### src/rtl/fetch_prefetch_unit.sv
// Instruction fetch front-end: issues in-order word requests to instruction
// memory, buffers responses with their PCs and hands one per cycle to decode.
module fetch_prefetch_unit #(
  parameter logic [31:0] RESET_PC   = 32'h0000_0000,
  parameter int unsigned FIFO_DEPTH = 4,
  parameter logic [31:0] NOP_INSTR  = 32'h0000_0013
) (
  input  logic        clk,
  input  logic        reset,
  output logic        imem_req,
  output logic [31:0] imem_addr,
  input  logic        imem_gnt,
  input  logic        imem_rvalid,
  input  logic [31:0] imem_rdata,
  input  logic        redirect_valid,
  input  logic [31:0] redirect_pc,
  input  logic        stall,
  output logic        if_valid,
  output logic [31:0] if_instr,
  output logic [31:0] if_pc
);

  localparam int unsigned AW = (FIFO_DEPTH > 1) ? $clog2(FIFO_DEPTH) : 1;
  localparam int unsigned CW = AW + 1;
  localparam logic [CW-1:0] DEPTH_C  = CW'(FIFO_DEPTH);
  localparam logic [31:0]   BOOT_PC  = RESET_PC & ~32'h3;

  typedef enum logic [1:0] {
    BOOT  = 2'd0,
    FETCH = 2'd1,
    DRAIN = 2'd2
  } state_t;

  state_t        state, state_nxt;
  logic [31:0]   fetch_pc, fetch_pc_nxt;
  logic [31:0]   resp_pc, resp_pc_nxt;
  logic [CW-1:0] count;
  logic [CW-1:0] outstanding, outstanding_nxt;
  logic [CW-1:0] discard, discard_nxt;
  logic [AW-1:0] wr_ptr, rd_ptr;
  logic [CW:0]   credit_sum;
  logic [31:0]   target_pc;
  logic          accept, rsp, push, pop, redirect;

  logic [31:0]   instr_mem [FIFO_DEPTH];
  logic [31:0]   pc_mem    [FIFO_DEPTH];

  // Credit rule: buffered plus in-flight never exceeds the FIFO, so every
  // response is guaranteed a slot and no back-pressure to memory is needed.
  always_comb begin
    credit_sum = {1'b0, count} + {1'b0, outstanding};
    imem_req   = (state == FETCH) && (credit_sum < {1'b0, DEPTH_C});
    imem_addr  = fetch_pc;
    accept     = imem_req && imem_gnt;
    rsp        = imem_rvalid && (outstanding != '0);
    redirect   = redirect_valid && (state != BOOT);
    target_pc  = redirect_pc & ~32'h3;
    push       = rsp && (state == FETCH) && !redirect;
    pop        = (count != '0) && !stall;
  end

  always_comb begin
    state_nxt       = state;
    fetch_pc_nxt    = fetch_pc;
    resp_pc_nxt     = resp_pc;
    discard_nxt     = discard;
    outstanding_nxt = outstanding + CW'(accept) - CW'(rsp);
    case (state)
      BOOT: state_nxt = FETCH;
      FETCH: begin
        if (accept) fetch_pc_nxt = fetch_pc + 32'd4;
        if (push)   resp_pc_nxt  = resp_pc + 32'd4;
        if (redirect) begin
          // Everything still in flight after this edge belongs to the old path.
          fetch_pc_nxt = target_pc;
          resp_pc_nxt  = target_pc;
          discard_nxt  = outstanding_nxt;
          state_nxt    = (outstanding_nxt != '0) ? DRAIN : FETCH;
        end
      end
      DRAIN: begin
        if (rsp && (discard != '0)) discard_nxt = discard - CW'(1);
        if (redirect) begin
          fetch_pc_nxt = target_pc;
          resp_pc_nxt  = target_pc;
        end
        if (discard_nxt == '0) state_nxt = FETCH;
      end
      default: state_nxt = BOOT;
    endcase
  end

  always_ff @(posedge clk or negedge reset) begin
    if (!reset) begin
      state       <= BOOT;
      fetch_pc    <= BOOT_PC;
      resp_pc     <= BOOT_PC;
      outstanding <= '0;
      discard     <= '0;
      count       <= '0;
      wr_ptr      <= '0;
      rd_ptr      <= '0;
    end else begin
      state       <= state_nxt;
      fetch_pc    <= fetch_pc_nxt;
      resp_pc     <= resp_pc_nxt;
      outstanding <= outstanding_nxt;
      discard     <= discard_nxt;
      if (redirect) begin
        count  <= '0;
        wr_ptr <= '0;
        rd_ptr <= '0;
      end else begin
        if (push) wr_ptr <= wr_ptr + AW'(1);
        if (pop)  rd_ptr <= rd_ptr + AW'(1);
        count <= count + CW'(push) - CW'(pop);
      end
    end
  end

  always_ff @(posedge clk) begin
    if (push) begin
      instr_mem[wr_ptr] <= imem_rdata;
      pc_mem[wr_ptr]    <= resp_pc;
    end
  end

  always_comb begin
    if_valid = (count != '0);
    if_instr = if_valid ? instr_mem[rd_ptr] : NOP_INSTR;
    if_pc    = if_valid ? pc_mem[rd_ptr]    : 32'h0;
  end

  rvalid_without_request : assert property (
    @(posedge clk) disable iff (!reset) !(imem_rvalid && (outstanding == '0)));

endmodule
### config.mk
export PLATFORM = sky130hd
export DESIGN_NAME = fetch_prefetch_unit
export DESIGN_NICKNAME = d
export VERILOG_FILES = /design/src/rtl/fetch_prefetch_unit.sv
export SDC_FILE = /design/constraint.sdc
export NUM_CORES = 1
export LEC_CHECK = 0
export ABC_AREA = 1
export CAP_MARGIN = 20
export CORE_MARGIN = 3
export CORE_UTILIZATION = 35
export DETAILED_ROUTE_END_ITERATION = 8
export PLACE_DENSITY = 0.53
export SYNTH_ARGS = -nofsm -noshare
export SYNTH_HDL_FRONTEND = slang
export SYNTH_SLANG_ARGS = --single-unit
### constraint.sdc
create_clock -name clk -period 8.11 [get_ports clk]
set_input_delay 1.622 -clock clk [delete_from_list [all_inputs] [get_ports clk]]
set_output_delay 1.622 -clock clk [all_outputs]
set_load 0.01 [all_outputs]
* After elaboration in Yosys (flattened, before gate mapping)
Memory sizes are Yosys's and may differ from the RTL's.
Index checks and enable logic that the tools add are counted.
Widths: inputs -> output; s select.
** Storage, ports and cells
- Output and inout port bits :: 98
- Input bits :: 70
- RAM bits :: 256
- Memories kept :: 2
- Word-level logic and storage cells :: 76
- Bits in registers :: 79
** Memory list
- instr_mem :: words 4, width 32, rd ports 1, clocked after memory_dff 0, write ports 1, RTL line 45 : logic [31:0] instr_mem [FIFO_DEPTH];
- pc_mem :: words 4, width 32, rd ports 1, clocked after memory_dff 0, write ports 1, RTL line 46 : logic [31:0] pc_mem [FIFO_DEPTH];
** Cells by class
- Muxes and demuxes :: 24
- Equality and inequality tests :: 7
- Add/subtract/negate cells :: 10
- Reduce and logical (&&, ||, !) cells :: 24
- Magnitude comparators :: 1
** Operators with widths (number)
- $mux 32 :: 7
- $pmux 32 s2 :: 2
- $add 32x3->32 const B :: 2
- $mux 2 :: 7
- $mux 3 :: 4
- $reduce_bool 3->1 :: 4
- $logic_and 1x1->1 :: 8
- $reduce_bool 2->1 :: 4
- $add 3x1->3 :: 2
- $ne 2x2->1 const B :: 3
- $ne 3x3->1 const B :: 2
- $pmux 2 s3 :: 1
- $pmux 3 s2 :: 1
- $reduce_and 3->1 :: 2
- $sub 3x1->3 :: 2
- $add 2x1->2 const B :: 2
- $add 3x3->4 :: 1
- $lt 4x3->1 const B :: 1
- $reduce_and 2->1 :: 2
- $logic_not 3->1 :: 1
- $sub 3x1->3 const B :: 1
- $eq 2x1->1 const B :: 1
- $eq 2x2->1 const B :: 1
- $logic_not 1->1 :: 2
- other kinds (2) :: 3

* Logic depth before layout (Yosys ltp)
Gate-level depths: netlist of run 1.
- Depth after elaboration :: 10
- Depth in mapped cells :: 15
- Gate-level depth less buffers :: 15

* Worst setup path after synthesis of run 1
Ideal clock, no wire load.
- Kind :: in2reg
- From :: input port imem_rvalid
- To :: memory instr_mem[0][0], enable pin
- Required time :: 7.628 ns
- Stages on the path :: 3
- Buffers on the path :: 0
- Arrival time :: 4.695 ns
- Setup time :: 0.482 ns
- Setup slack :: 2.933 ns
- Cell sequence :: a21boi_0 nand2_1 nor2_1
** Between the ends
- Cells in the longest elaborated chain, start to end :: 5
** RTL lines
- start, declared :: RTL line 13 : input logic imem_rvalid,
- $logic_and 1x1->1 :: RTL line 55 : rsp = imem_rvalid && (outstanding != '0);
- $logic_and 1x1->1 (2 in series) :: RTL line 58 : push = rsp && (state == FETCH) && !redirect;
- $mux 1 :: RTL line 122 : if (push) begin
- $mux 1 (implied by the code) :: RTL line 123 : instr_mem[wr_ptr] <= imem_rdata;
- end, declared :: RTL line 45
No other way between the ends.

* Worst setup path in the final report of run 1
- From :: register rd_ptr[1]
- To :: output port if_pc[16]
** Between the ends
- Cells in the longest elaborated chain, start to end :: 2
** RTL lines
- start, declared :: RTL line 40 : logic [AW-1:0] wr_ptr, rd_ptr;
- start signal, assigned :: RTL line 115 : if (pop) rd_ptr <= rd_ptr + AW'(1);
- $mem_v2 4x32
- $mux 32 :: RTL line 131 : if_pc = if_valid ? pc_mem[rd_ptr] : 32'h0;
- end, declared :: RTL line 20 : output logic [31:0] if_pc
No other way between the ends.

==> impl_results.md, run 1 <==
* Buf/Inv on CP at 4
* Crit-path slowest cell: buf_4
* Resized cells post-CTS at 0
* Worst R2R End: count[2]
* Max-slew headroom at 0.297
* Final slew viol count at 0
* Final cell utilization of the core at 0.437
* Asr flop ratio synth at 0.232
* Total number of vias at 11418
* # IOs at 168
* CP dominant cell by count: buf_4
* Max-cap violation count at 0
* Commonest cells in the netlist: nor2_1, nand2_1, edfxtp_1
* Dominant cell type by area after synthesis: edfxtp_1
* Final Critical Period at 5200 ps
* Critical path fanouts, max at 63
* Share of cells above drive strength 1 at 0.0542
* Sequential area share after synthesis at 0.618
* Die height at ~210 um
* Detail Placement HPWL at about 24000 um
* Static leakage at a little under 7 nW
* DIE AREA at approximately 46000 um2
* Final setup viols at 0
* Power per cell area at 376 nW/um2
* Status: completed
* Clock Pin Slew Worst Setup and Hold Paths at 50 ps
* Setup TNS at 0 ps
* Max VDD drop at 155 uV
* RSZ-0062 raised after global routing: no
* Top-count cell post-synth: nor2_1
* Top Usage Layer GRT: met2
* Post-Place Worst Slack at 3140 ps
* Post-synth EDFFs at 248
* Met2 GRT Util at 0.283
* CP cell instances: buf_4 -> clkinv_2 -> buf_4 -> nor2_1 -> o21ai_0 -> a21oi_1 -> clkdlybuf4s50_1
* Per-cell routed wire length at 16.9 um
* Worst Skew at 24.7 ps
* Final Cell Area at 18500 um2
* Met1 Use GR at 0.242
* Core ar. at 42300 um2
* Clk sink count at 323
* Yosys cell types at 39
* Reg2reg path depth at 11
* Longest Clk Path Bufs at 3
* CTS tree: yes
* Tcrit/Tclk final at 0.641
* Postcts setup bufs at 0
* Largest net degree at the start of global routing at 99
* Drc violations at 0
* Antenna violations before repair at 0
* Antenna-violating nets left at 0
* Post-Synthesis Cells at 1615
* First-pass GRT wire length at 61900 um
* Starting DRT DRC Count at 736
* Worst hold path class: reg -> reg
* Launch point of the worst path: rd_ptr[1]
* Worst slew pin tran at about 1100 ps
* # rows at 75
* Max Freq at 0.192 GHz
* Avg Inst Size Synth at between 9 and 10 um2
* Final Hold Viols at 0
* FF+latch count, synth at 323
* CP arrival at 3580 ps
* N_diodes at 0
* Critical Path End: if_pc[16]
* Vias per cell at between 4 and 5
* Crit end category: output pin
* Initial Utilization at 0.357
* Fillers at 4008
* Placed cell area at 17200 um2
* GR Util met3 at 0.0309
* Setup CP Type: reg -> out
* Worst R2R Setup Slack at 4990 ps
* H-Tree Depth at 2
* Critical Path Stages at 7
* Detailed Route WL at 40000 um
* Crit start category: register
* Max stage delay on crit path at 690 ps
* Final net count at around 1800
* Clock buffer count from CTS at 37
* RePlAce Congestion at between 0.8 and 0.9
* Port bufs at 161
* Clock latency on the worst-skew pair at 530 ps
* Drt pass-1 iters at 5
* Total global routing overflow at 0
* Reg2reg start: count[1]
* Layout area overhead at 22.4%
* CTS root buf: clkbuf_16
* Area contributors post-synth: edfxtp_1, dfrtp_1, nor2_1, nand2_1, o21ai_0
* Ys Warns at 0
* Main synth FF type: edfxtp_1
* Cell Area, Synth at 15100 um2
* Post-synth top area share at 0.493
* Total track usage at 0.174
* Req. time, crit path at between 6000 and 7000 ps
* Cts-stage hold buffer count at 0
* Critical path's top delay family: buffers and inverters
* Number of global-route vias before repair at 10975
* Worst Slack Setup Final at 2910 ps
* Die X at 214 um
[power by group]
group	total [W]	leakage, nW	switching [W]	internal, W
registers	0.00248	3.17	0.000370	0.00211
clock network	0.00173	0.622	0.000647	0.00108
logic	0.00273	3.13	0.00161	0.00112
total	0.00694	6.92	0.00262	0.00432
[layer usage]
layer,part of all wire,vias up
met5,0,-
met4,0.023,0
met3,0.052,59
met2,0.46,267
met1,0.46,5408
li1,-,5684
[cell usage in the layout, fill, tap and decap left out, types with 2 or more instances in the layout]
| cell type | synthesis | layout |
|---|---|---|
| nor2_1 | 402 | 398 |
| nand2_1 | 324 | 324 |
| edfxtp_1 | 248 | 248 |
| clkdlybuf4s50_1 | 0 | 160 |
| o21ai_0 | 150 | 150 |
| nand3_1 | 90 | 90 |
| inv_1 | 83 | 83 |
| dfrtp_1 | 75 | 73 |
| a21oi_1 | 72 | 72 |
| clkbuf_16 | 0 | 39 |
| ha_1 | 14 | 14 |
| buf_4 | 9 | 12 |
| nand4_1 | 10 | 10 |
| nand3b_1 | 10 | 10 |
| xor2_1 | 9 | 9 |
| clkbuf_1 | 27 | 8 |
| or2_1 | 7 | 7 |
| o21ai_1 | 7 | 7 |
| clkinv_1 | 1 | 7 |
| inv_2 | 6 | 6 |
| or2_2 | 6 | 6 |
| bufinv_16 | 0 | 6 |
| nor2_4 | 1 | 5 |
| clkinv_2 | 0 | 5 |
| o21ai_2 | 4 | 4 |
| conb_1 | 1 | 4 |
| o311ai_0 | 3 | 3 |
| nand2_2 | 3 | 3 |
| a22oi_1 | 3 | 3 |
| nor2_2 | 2 | 2 |
| and2_1 | 2 | 2 |
| xnor2_1 | 2 | 2 |
| a21boi_0 | 2 | 2 |
| fa_1 | 2 | 2 |
| inv_6 | 0 | 2 |
[worst min-delay path by stage]
stage	slack, ps	endpoint	depth (start not counted)	from
final	550	wr_ptr[0]	1	wr_ptr[0]
after global routing	590	imem_addr[31]	2	imem_addr[31]
after CTS	550	imem_addr[31]	2	imem_addr[31]
after detailed placement	530	imem_addr[31]	2	imem_addr[31]
after global placement	520	imem_addr[31]	2	imem_addr[31]
after floorplan	510	wr_ptr[0]	1	wr_ptr[0]
[cell families (layout without fill, tap and decap cells)]
family                     after synthesis  count (layout)  share of synthesized area
and+or+nand+nor                        861             861                      0.230
DFF                                    323             323                      0.618
other                                    1               4                   0.000248
adders and majority gates               16              16                     0.0143
xor gates and xnor gates                11              11                    0.00638
buffers and inverters                  161             332                     0.0482
AOI/OAI and AO/OA                      242             242                     0.0830
[worst reg2reg max path, stage by stage (launching register included)]
cell,delay (ps)
dfrtp_1,430
nor2_1,120
nand2_1,300
inv_2,120
buf_4,670
nor2_1,220
ha_1,340
inv_1,40
ha_1,180
fa_1,370
xor2_1,170
nor2_1,50
[flip-flops by register name (all words and copies together), names as in the netlist]
signal	flops
discard	3
pc_mem	120
count	3
instr_mem	128
imem_addr	30
state	2
rd_ptr	2
outstanding	3
wr_ptr	2
resp_pc	30
[stage by stage]
stage | std cells | hold slack, ps | power, W
5_1_grt | 2366 | 592 | 0.00745
6_report | 2366 | 547 | 0.00694
2_1_floorplan | 1618 | 515 | 0.00405
3_5_place_dp | 2297 | 532 | 0.00526
4_1_cts | 2365 | 549 | 0.00701
3_3_place_gp | 2297 | 522 | 0.00523
[final cells by class]
class,count,area (um2),share of cell area
flip-flops and latches,323,9330,0.505
multi-input cells,1134,5090,0.275
repair buffers,173,1720,0.0931
clock buffers,48,1020,0.0552
well taps,577,722,0.0391
inverters,91,345,0.0187
clock inverters,20,253,0.0137
Note: power is estimated with default switching activity, not from simulation.
==> run 2: changes to the inputs <==
clock period = 5.1 ns   (was 8.11 ns; I/O delays follow)
==> impl_results.md, run 2 (synthesis gave the netlist of run 1 again) <==
* H-Tree Depth at 2
* RePlAce Congestion at 0.832
* Reg2reg path depth at 11
* Critical path fanouts, max at 55
* Crit end category: output pin
* Critical Path End: if_pc[11]
* Starting DRT DRC Count at a little over 800
* Final Critical Period at 4180 ps
* # IOs at around 170
* Die height at 214 um
* DIE AREA at between 40000 and 50000 um2
* Detailed Route WL at 40000 um
* Tcrit/Tclk final at 0.820
* Max-slew headroom at 0.337
* Setup TNS at 0 ps
* Final slew viol count at 0
* Largest register FFs at 128
* Crit start category: register
* Antenna-violating nets left at 0
* Commonest non-fill, non-tap cell in the layout: nor2_1
* Final Cell Area at between 15000 and 20000 um2
* Layout area overhead at 22.6%
* Cts-stage hold buffer count at 0
* N_diodes at 0
* Power per cell area at 587 nW/um2
* CP arrival at 3160 ps
* RSZ-0062 raised after global routing: no
* Total track usage at 0.174
* Per-cell routed wire length at roughly 17 um
* Resized cells post-CTS at 0
* Worst R2R End: count[2]
* First-pass GRT wire length at a little over 60000 um
* Vias per cell at ~4.8
* Total global routing overflow at 0
* Placed cell area at 17300 um2
* Drc violations at 0
* Setup CP Type: reg -> out
* Final net count at 1853
* Longest Clk Path Bufs at 3
* Max Freq at between 0.2 and 0.25 GHz
* Clock Pin Slew Worst Setup and Hold Paths at approximately 60 ps
* Worst hold path class: in -> async
* Final setup viols at 0
* Number of global-route vias before repair at 11185
* Die X at 214 um
* Static leakage at 6.92 nW
* Clock buffer count from CTS at 38
* # rows at 75
* Clk sink count at 323
* Initial Utilization at 0.357
* Max-cap violation count at 0
* CTS tree: yes
* Postcts setup bufs at 0
* Drt pass-1 iters at 5
* Launch point of the worst path: rd_ptr[1]
* Antenna violations before repair at 1
* Final cell utilization of the core at 0.437
* Core ar. at 42300 um2
* Status: completed
* Most flop-heavy register: instr_mem
* Final Hold Viols at 0
* Min Hold Slack at 538 ps
* Fillers at approximately 4000
* Detail Placement HPWL at 25300 um
* Reg2reg start: count[1]
* Top flop regs: instr_mem x128, pc_mem x120
* Most frequent cells in the layout: nor2_1, nand2_1, edfxtp_1, clkdlybuf4s50_1, o21ai_0
* Worst R2R Setup Slack at 2050 ps
* Port bufs at ~160
* Max VDD drop at 258 uV
* Worst slew pin tran at 994 ps
* Total number of vias at ~12000
* Req. time, crit path at 4080 ps
* CTS root buf: clkbuf_16
* Share of cells above drive strength 1 at 0.0556
* Worst Skew at 15.2 ps
* Clock latency on the worst-skew pair at between 500 and 600 ps
* Largest net degree at the start of global routing at 73
==> run 2: layout make-up <==
cell class | instances | area [um2] | share of cell area
multi-input cells | 1134 | 5090 | 0.275
clock buffers | 49 | 1010 | 0.0548
well taps | 577 | 722 | 0.0390
inverters | 91 | 345 | 0.0187
clock inverters | 21 | 169 | 0.00913
repair buffers | 179 | 1840 | 0.0996
flip-flops and latches | 323 | 9330 | 0.504
==> run 2: per-layer routing <==
layer  GRT usage  wire length (um)  vias to the layer above
met5           0                13                        -
met4      0.0490               861                        2
met3      0.0301              2040                       51
met2       0.285             18400                      305
met1       0.240             18700                     5443
li1            -                 -                     5700
==> run 2: through the flow <==
| stage | setup slack [ps] | cells | total power (W) |
|---|---|---|---|
| finish | 919 | 2374 | 0.0109 |
| global route | 681 | 2374 | 0.0117 |
| CTS | 825 | 2374 | 0.0110 |
| detailed placement | 1440 | 2304 | 0.00840 |
| global placement | 1420 | 2304 | 0.00835 |
| floorplan | 525 | 1618 | 0.00644 |
==> run 2: where the power goes <==
| group | leakage [nW] | switching (W) | internal, W |
|---|---|---|---|
| clock network | 0.578 | 0.00105 | 0.00151 |
| registers | 3.17 | 0.000594 | 0.00336 |
| logic | 3.18 | 0.00255 | 0.00181 |
| total | 6.92 | 0.00419 | 0.00668 |
==> run 2: worst min-delay path by stage <==
| stage | start | endpoint | slack [ps] | cells after the start |
|---|---|---|---|---|
| after floorplan | wr_ptr[0] | wr_ptr[0] | 510 | 1 |
| after global placement | imem_addr[31] | imem_addr[31] | 520 | 2 |
| after detailed placement | imem_addr[31] | imem_addr[31] | 540 | 2 |
| after CTS | reset | imem_addr[27] | 560 | 1 |
| after global routing | reset | imem_addr[29] | 580 | 1 |
| final | reset | imem_addr[29] | 540 | 1 |
==> run 2: critical path: stages (launching register included) <==
cell and delay (ps):
dfrtp_2 360, clkinv_2 750, buf_4 510, nor2_1 110
o21ai_0 90, a21oi_1 180, clkdlybuf4s50_1 620
==> patch 1 (config.mk and constraints of run 2) <==
Reset style: synchronous (`reset`), changed in one clocked block.
--- a/src/rtl/fetch_prefetch_unit.sv
+++ b/src/rtl/fetch_prefetch_unit.sv
@@ -90,7 +90,7 @@
     endcase
   end
 
-  always_ff @(posedge clk or negedge reset) begin
+  always_ff @(posedge clk) begin
     if (!reset) begin
       state       <= BOOT;
       fetch_pc    <= BOOT_PC;
Formal check against the unedited RTL: differs if reset is asserted again (counterexample within 4 cycles, from zero or initial values and one cycle with reset low); with reset held inactive, the same outputs for 4 cycles.
==> patch 1 against run 2 <==
Cell area decreased by 0.80%; largest power group is now sequential cells; sequential power down 18%; hold slack got worse by 0.075 ns; combinational power decreased by 43%; worst setup slack worse by 0.084 ns; power down 22%; clock power up 6%; area after synthesis shrank 0.89%; synthesized cell count rose by 3.3%; routed wire length is 1.6% higher; register-to-register slack got worse by 0.03 ns; sequential cell count is 2 higher.
==> patch 1: results (changes against run 2) <==
Status:
- Result of the run: finished, final reports clean (unchanged).

Logic synthesis:
- Cell types with the largest area share after synthesis: sky130_fd_sc_hd__edfxtp_1 50%, sky130_fd_sc_hd__dfxtp_1 10%, sky130_fd_sc_hd__nor2_1 10%, sky130_fd_sc_hd__nand2_1 7.7%, sky130_fd_sc_hd__o21ai_0 5.2% (was sky130_fd_sc_hd__edfxtp_1 49%, sky130_fd_sc_hd__dfrtp_1 12%, sky130_fd_sc_hd__nor2_1 10%, sky130_fd_sc_hd__nand2_1 8.1%, sky130_fd_sc_hd__o21ai_0 5.0%).

Drt:
- The uppermost layer routed is met4 (was met5).
- The final routed wirelength across all metal layers is 40,700 um (was 40,000 um).
- The routed length on met3 is 2280 um (was 2040 um).
- The detailed-route vias per instance is 4.95 (was 4.84).
- The routed metal-1 wirelength is 18,700 um (about the same).
- The number of violations reported at the end of detailed-routing iteration 0 is 670 (was 818).
- The met2 layer wire length in the routed design was 18,600 um (was 18,400 um).

Global route:
- The total global routing track utilization is 17.8% (was 17.4%).
- The via count of the first global-routing pass is 11,500 (was 11,200).
- The pin count of the biggest net entering global routing was 75 (was 73).
- The number of antenna violations at the first check in global routing is 0 (was 1).
- The first-pass GRT wire length is 62,900 um (was 62,200 um).
- The met1 capacity usage during global routing is 24.1% (was 24.0%).

Place:
- The routability-driven placement congestion ratio is 0.908 (was 0.832).
- The placed wire-length estimate after detailed placement is 24,600 um (was 25,300 um).
- The cell area reported after detailed placement came to 17,100 um^2 (was 17,300 um^2).

Critical path:
- The register-to-register setup slack is 2.02 ns (was 2.05 ns).
- The endpoint arrival time on the critical path is 3.25 ns (was 3.16 ns).
- The endpoint of the lowest-slack register-to-register path is count[2]$_SDFF_PP0_ (was count[2]$_DFF_PN0_).
- The worst-path maximum fanout is 70 (was 55).

STA:
- The final setup skew is 0.0210 ns (was 0.0152 ns).
- The worst slew slack as a fraction of its limit came to 36.8% (was 33.7%).

Layout:
- The ratio of cells with drive above 1 in the final layout is 5.94% (was 5.56%).

Power and ir drop:
- The peak ir drop on the vdd network is 0.188 mV (was 0.258 mV).
## patch 1: changes by cell type after synthesis, sizes merged, moves of 5 or more
| cell | delta |
|---|---|
| inv | +18 |
| dfxtp | +77 |
| xor2 | -7 |
| buf | -11 |
| dfrtp | -75 |
| or2 | -6 |
| nand4 | -7 |
| nand2 | -17 |
| o21ai | +5 |
| a21oi | +48 |
| nor2 | +17 |
| nand3 | -8 |
| clkbuf | +17 |
## patch 1: cells by family after synthesis
logic type / after synthesis / synth area share (%)
flip-flops: 325 / 60.1
adder cells (fa/ha/maj): 16 / 1.44
other: 1 / 0.0251
AO/OA/AOI/OAI: 300 / 10.5
AND/OR/NAND/NOR: 838 / 22.6
buffers and inverters: 185 / 5.15
XOR/XNOR: 4 / 0.234
## patch 1: layout make-up
cell class,count,share of cell area (%)
timing repair buffer,174,9.72
clock buffer,47,5.76
multi-input combinational,1162,28.6
inverter,109,2.25
clock inverter,18,1.02
tap,539,3.67
sequential,325,49.0
## patch 1: critical path, cell delays in order, from the launching register on
cell and delay [ns]:
sky130_fd_sc_hd__dfxtp_4 0.51, sky130_fd_sc_hd__inv_2 0.77, sky130_fd_sc_hd__buf_12 0.36, sky130_fd_sc_hd__o21ai_0 0.14, sky130_fd_sc_hd__a21oi_1 0.22, sky130_fd_sc_hd__clkdlybuf4s50_1 0.62
## patch 1: where the power goes
| part | switching [mW] | internal, mW |
|---|---|---|
| combinational | 1.47 | 1.01 |
| sequential | 0.226 | 3.03 |
| clock | 1.05 | 1.67 |
| total | 2.74 | 5.70 |
## patch 1: stage by stage
stage / std cells / util (%) / setup slack [ns]
floorplan: 1672 / - / 0.567
global placement: 2309 / 40.6 / 1.13
CTS: 2374 / 43.6 / 0.748
finish: 2374 / 43.6 / 0.834
global route: 2374 / 43.6 / 0.555
detailed placement: 2309 / 40.6 / 1.15
==> patch 2 (flow settings as in run 2) <==
Made on the original files. Change the parameter `FIFO_DEPTH` from 4 to 8.
--- a/src/rtl/fetch_prefetch_unit.sv
+++ b/src/rtl/fetch_prefetch_unit.sv
@@ -2,7 +2,7 @@
 // memory, buffers responses with their PCs and hands one per cycle to decode.
 module fetch_prefetch_unit #(
   parameter logic [31:0] RESET_PC   = 32'h0000_0000,
-  parameter int unsigned FIFO_DEPTH = 4,
+  parameter int unsigned FIFO_DEPTH = 8,
   parameter logic [31:0] NOP_INSTR  = 32'h0000_0013
 ) (
   input  logic        clk,
Check against the original RTL: not equivalent (Yosys sat finds a counterexample within 10 cycles, from zero or initial values and one cycle with reset low).
==> patch 2 against run 2 <==
Worst setup slack worse by 0.41 ns; critical endpoint is now if_pc[31]; non-clock buffer count grew 19; cell area up 59%; largest cell class unchanged; area after synthesis increased by 64%; largest power group is now sequential cells; sequential cell count rose by 253; power increased by 62%; routed wire length rose by 62%; fmax shrank 8.9%.
==> patch 2: results (changes against run 2) <==
Critical path:
- The largest incremental delay on the critical path is 0.77 ns (was 0.75 ns).
- The launch instance of the worst register-to-register path is outstanding[2]$_DFF_PN0_ (was count[1]$_DFF_PN0_).
- The worst-path maximum fanout is 252 (was 55).

Logic synthesis:
- The adder and majority gate portion of the synthesized area is 1.07% (was 1.43%).
- The complex-gate fraction of the synthesized area is 11.5% (was 8.30%).
- Cell types with the largest area share after synthesis: sky130_fd_sc_hd__edfxtp_1 60%, sky130_fd_sc_hd__dfrtp_1 8.1%, sky130_fd_sc_hd__nor2_1 7.6%, sky130_fd_sc_hd__o21ai_0 6.7%, sky130_fd_sc_hd__nand2_1 4.3% (was sky130_fd_sc_hd__edfxtp_1 49%, sky130_fd_sc_hd__dfrtp_1 12%, sky130_fd_sc_hd__nor2_1 10%, sky130_fd_sc_hd__nand2_1 8.1%, sky130_fd_sc_hd__o21ai_0 5.0%).
- The post-synthesis share of cell area spent on xor and xnor gates was 0.388% (was 0.638%).
- The sequential share of the synthesized area was 68.1% (was 61.8%).
- The average cell area after synthesis is 10.8 um^2 (was 9.35 um^2).
- The share of flip-flops with an asynchronous set or reset is 13.9% (was 23.2%).
- The unique cell type count in the Yosys netlist came to 44 (was 39).
- Top cells by instance count after synthesis: 499 x sky130_fd_sc_hd__nor2_1, 496 x sky130_fd_sc_hd__edfxtp_1, 332 x sky130_fd_sc_hd__o21ai_0 (was 402 x sky130_fd_sc_hd__nor2_1, 324 x sky130_fd_sc_hd__nand2_1, 248 x sky130_fd_sc_hd__edfxtp_1).

Place:
- The cell area reported after detailed placement came to 27,500 um^2 (was 17,300 um^2).
- The routability-driven placement congestion ratio came to 0.866 (was 0.832).
- The placed wire-length estimate after detailed placement is 36,800 um (was 25,300 um).

Global route:
- The number of antenna violations at the first check in global routing is 0 (was 1).
- The pin count of the biggest net entering global routing was 253 (was 73).
- The total global routing track utilization is 17.3% (was 17.4%).
- The first-pass GRT wire length is 100,000 um (was 62,200 um).

Power and ir drop:
- The peak ir drop on the vdd network was 0.401 mV (was 0.258 mV).

Drt:
- The detailed-route vias per instance is 5.07 (was 4.84).

Layout:
- The ratio of cells with drive above 1 in the final layout is 7.00% (was 5.56%).
- The final net count is 2,523 (was 1,853).
- Biggest regs: instr_mem: 256 flops, pc_mem: 240 flops (was instr_mem: 128 flops, pc_mem: 120 flops).

Clock network:
- The clock buffer count from CTS was 60 (was 38).

STA:
- The final setup skew is 0.0410 ns (was 0.0152 ns).

Status:
- Result of the run: finished, final reports clean (unchanged).
patch 2: worst reg2reg max path, stage by stage, from the launching register on:
cell                      delay [ns]
sky130_fd_sc_hd__dfrtp_1        0.35
sky130_fd_sc_hd__inv_1          0.07
sky130_fd_sc_hd__ha_1           0.20
sky130_fd_sc_hd__nand2_1        0.18
sky130_fd_sc_hd__nand2_1        0.18
sky130_fd_sc_hd__nor2_1         0.38
sky130_fd_sc_hd__nand2_1        0.35
sky130_fd_sc_hd__nor2_4         0.18
sky130_fd_sc_hd__buf_4          0.68
patch 2: area by class of cell:
cell class / count / area (um^2) / area share (%)
well taps: 931 / 1160 / 3.95
inverters: 104 / 402 / 1.36
repair buffers: 198 / 1950 / 6.60
clock buffers: 75 / 1610 / 5.45
clock inverters: 38 / 454 / 1.54
flip-flops and latches: 576 / 16900 / 57.3
multi-input cells: 1493 / 7030 / 23.8
patch 2: layer usage:
layer,routed length (um),track usage [%]
met1,29900,24.1
met2,30800,28.6
met3,3100,2.70
met4,1180,4.11
met5,0,0
patch 2: cell families (layout without fill, tap and decap cells):
| family | count (synthesis) | after routing |
|---|---|---|
| AO/OA/AOI/OAI | 531 | 531 |
| XOR/XNOR | 11 | 11 |
| adder cells (fa/ha/maj) | 20 | 20 |
| buffers and inverters | 229 | 415 |
| flip-flops | 576 | 576 |
| other | 1 | 4 |
| AND/OR/NAND/NOR | 927 | 927 |
patch 2: stage by stage:
step | hold WS [ns] | setup WS, ns
final | 0.403 | 0.511
after global routing | 0.425 | 0.354
after CTS | 0.395 | 0.466
after detailed placement | 0.539 | 1.17
after global placement | 0.533 | 1.16
after floorplan | 0.539 | 0.508
patch 2: path summary, 6_finish.rpt:
| check | end | slack, ns | cells after the start |
|---|---|---|---|
| worst max register to register | instr_mem[6][7]$_DFFE_PP_ | 2.11 | 8 |
| worst max-delay path | if_pc[31] | 0.51 | 6 |
| min in group clk | imem_addr[27]$_DFFE_PN0P_ | 0.55 | 2 |
| worst min-delay path | imem_addr[24]$_DFFE_PN0P_ | 0.40 | 1 |
| worst min register to register | imem_addr[27]$_DFFE_PN0P_ | 0.55 | 2 |
| max in group asynchronous | imem_addr[18]$_DFFE_PN0P_ | 3.72 | 2 |
patch 2: power breakdown:
part / switching, mW / internal (mW)
Combinational: 4.00 / 2.56
Sequential: 0.709 / 5.85
Clock: 1.90 / 2.57
Total: 6.61 / 11.0
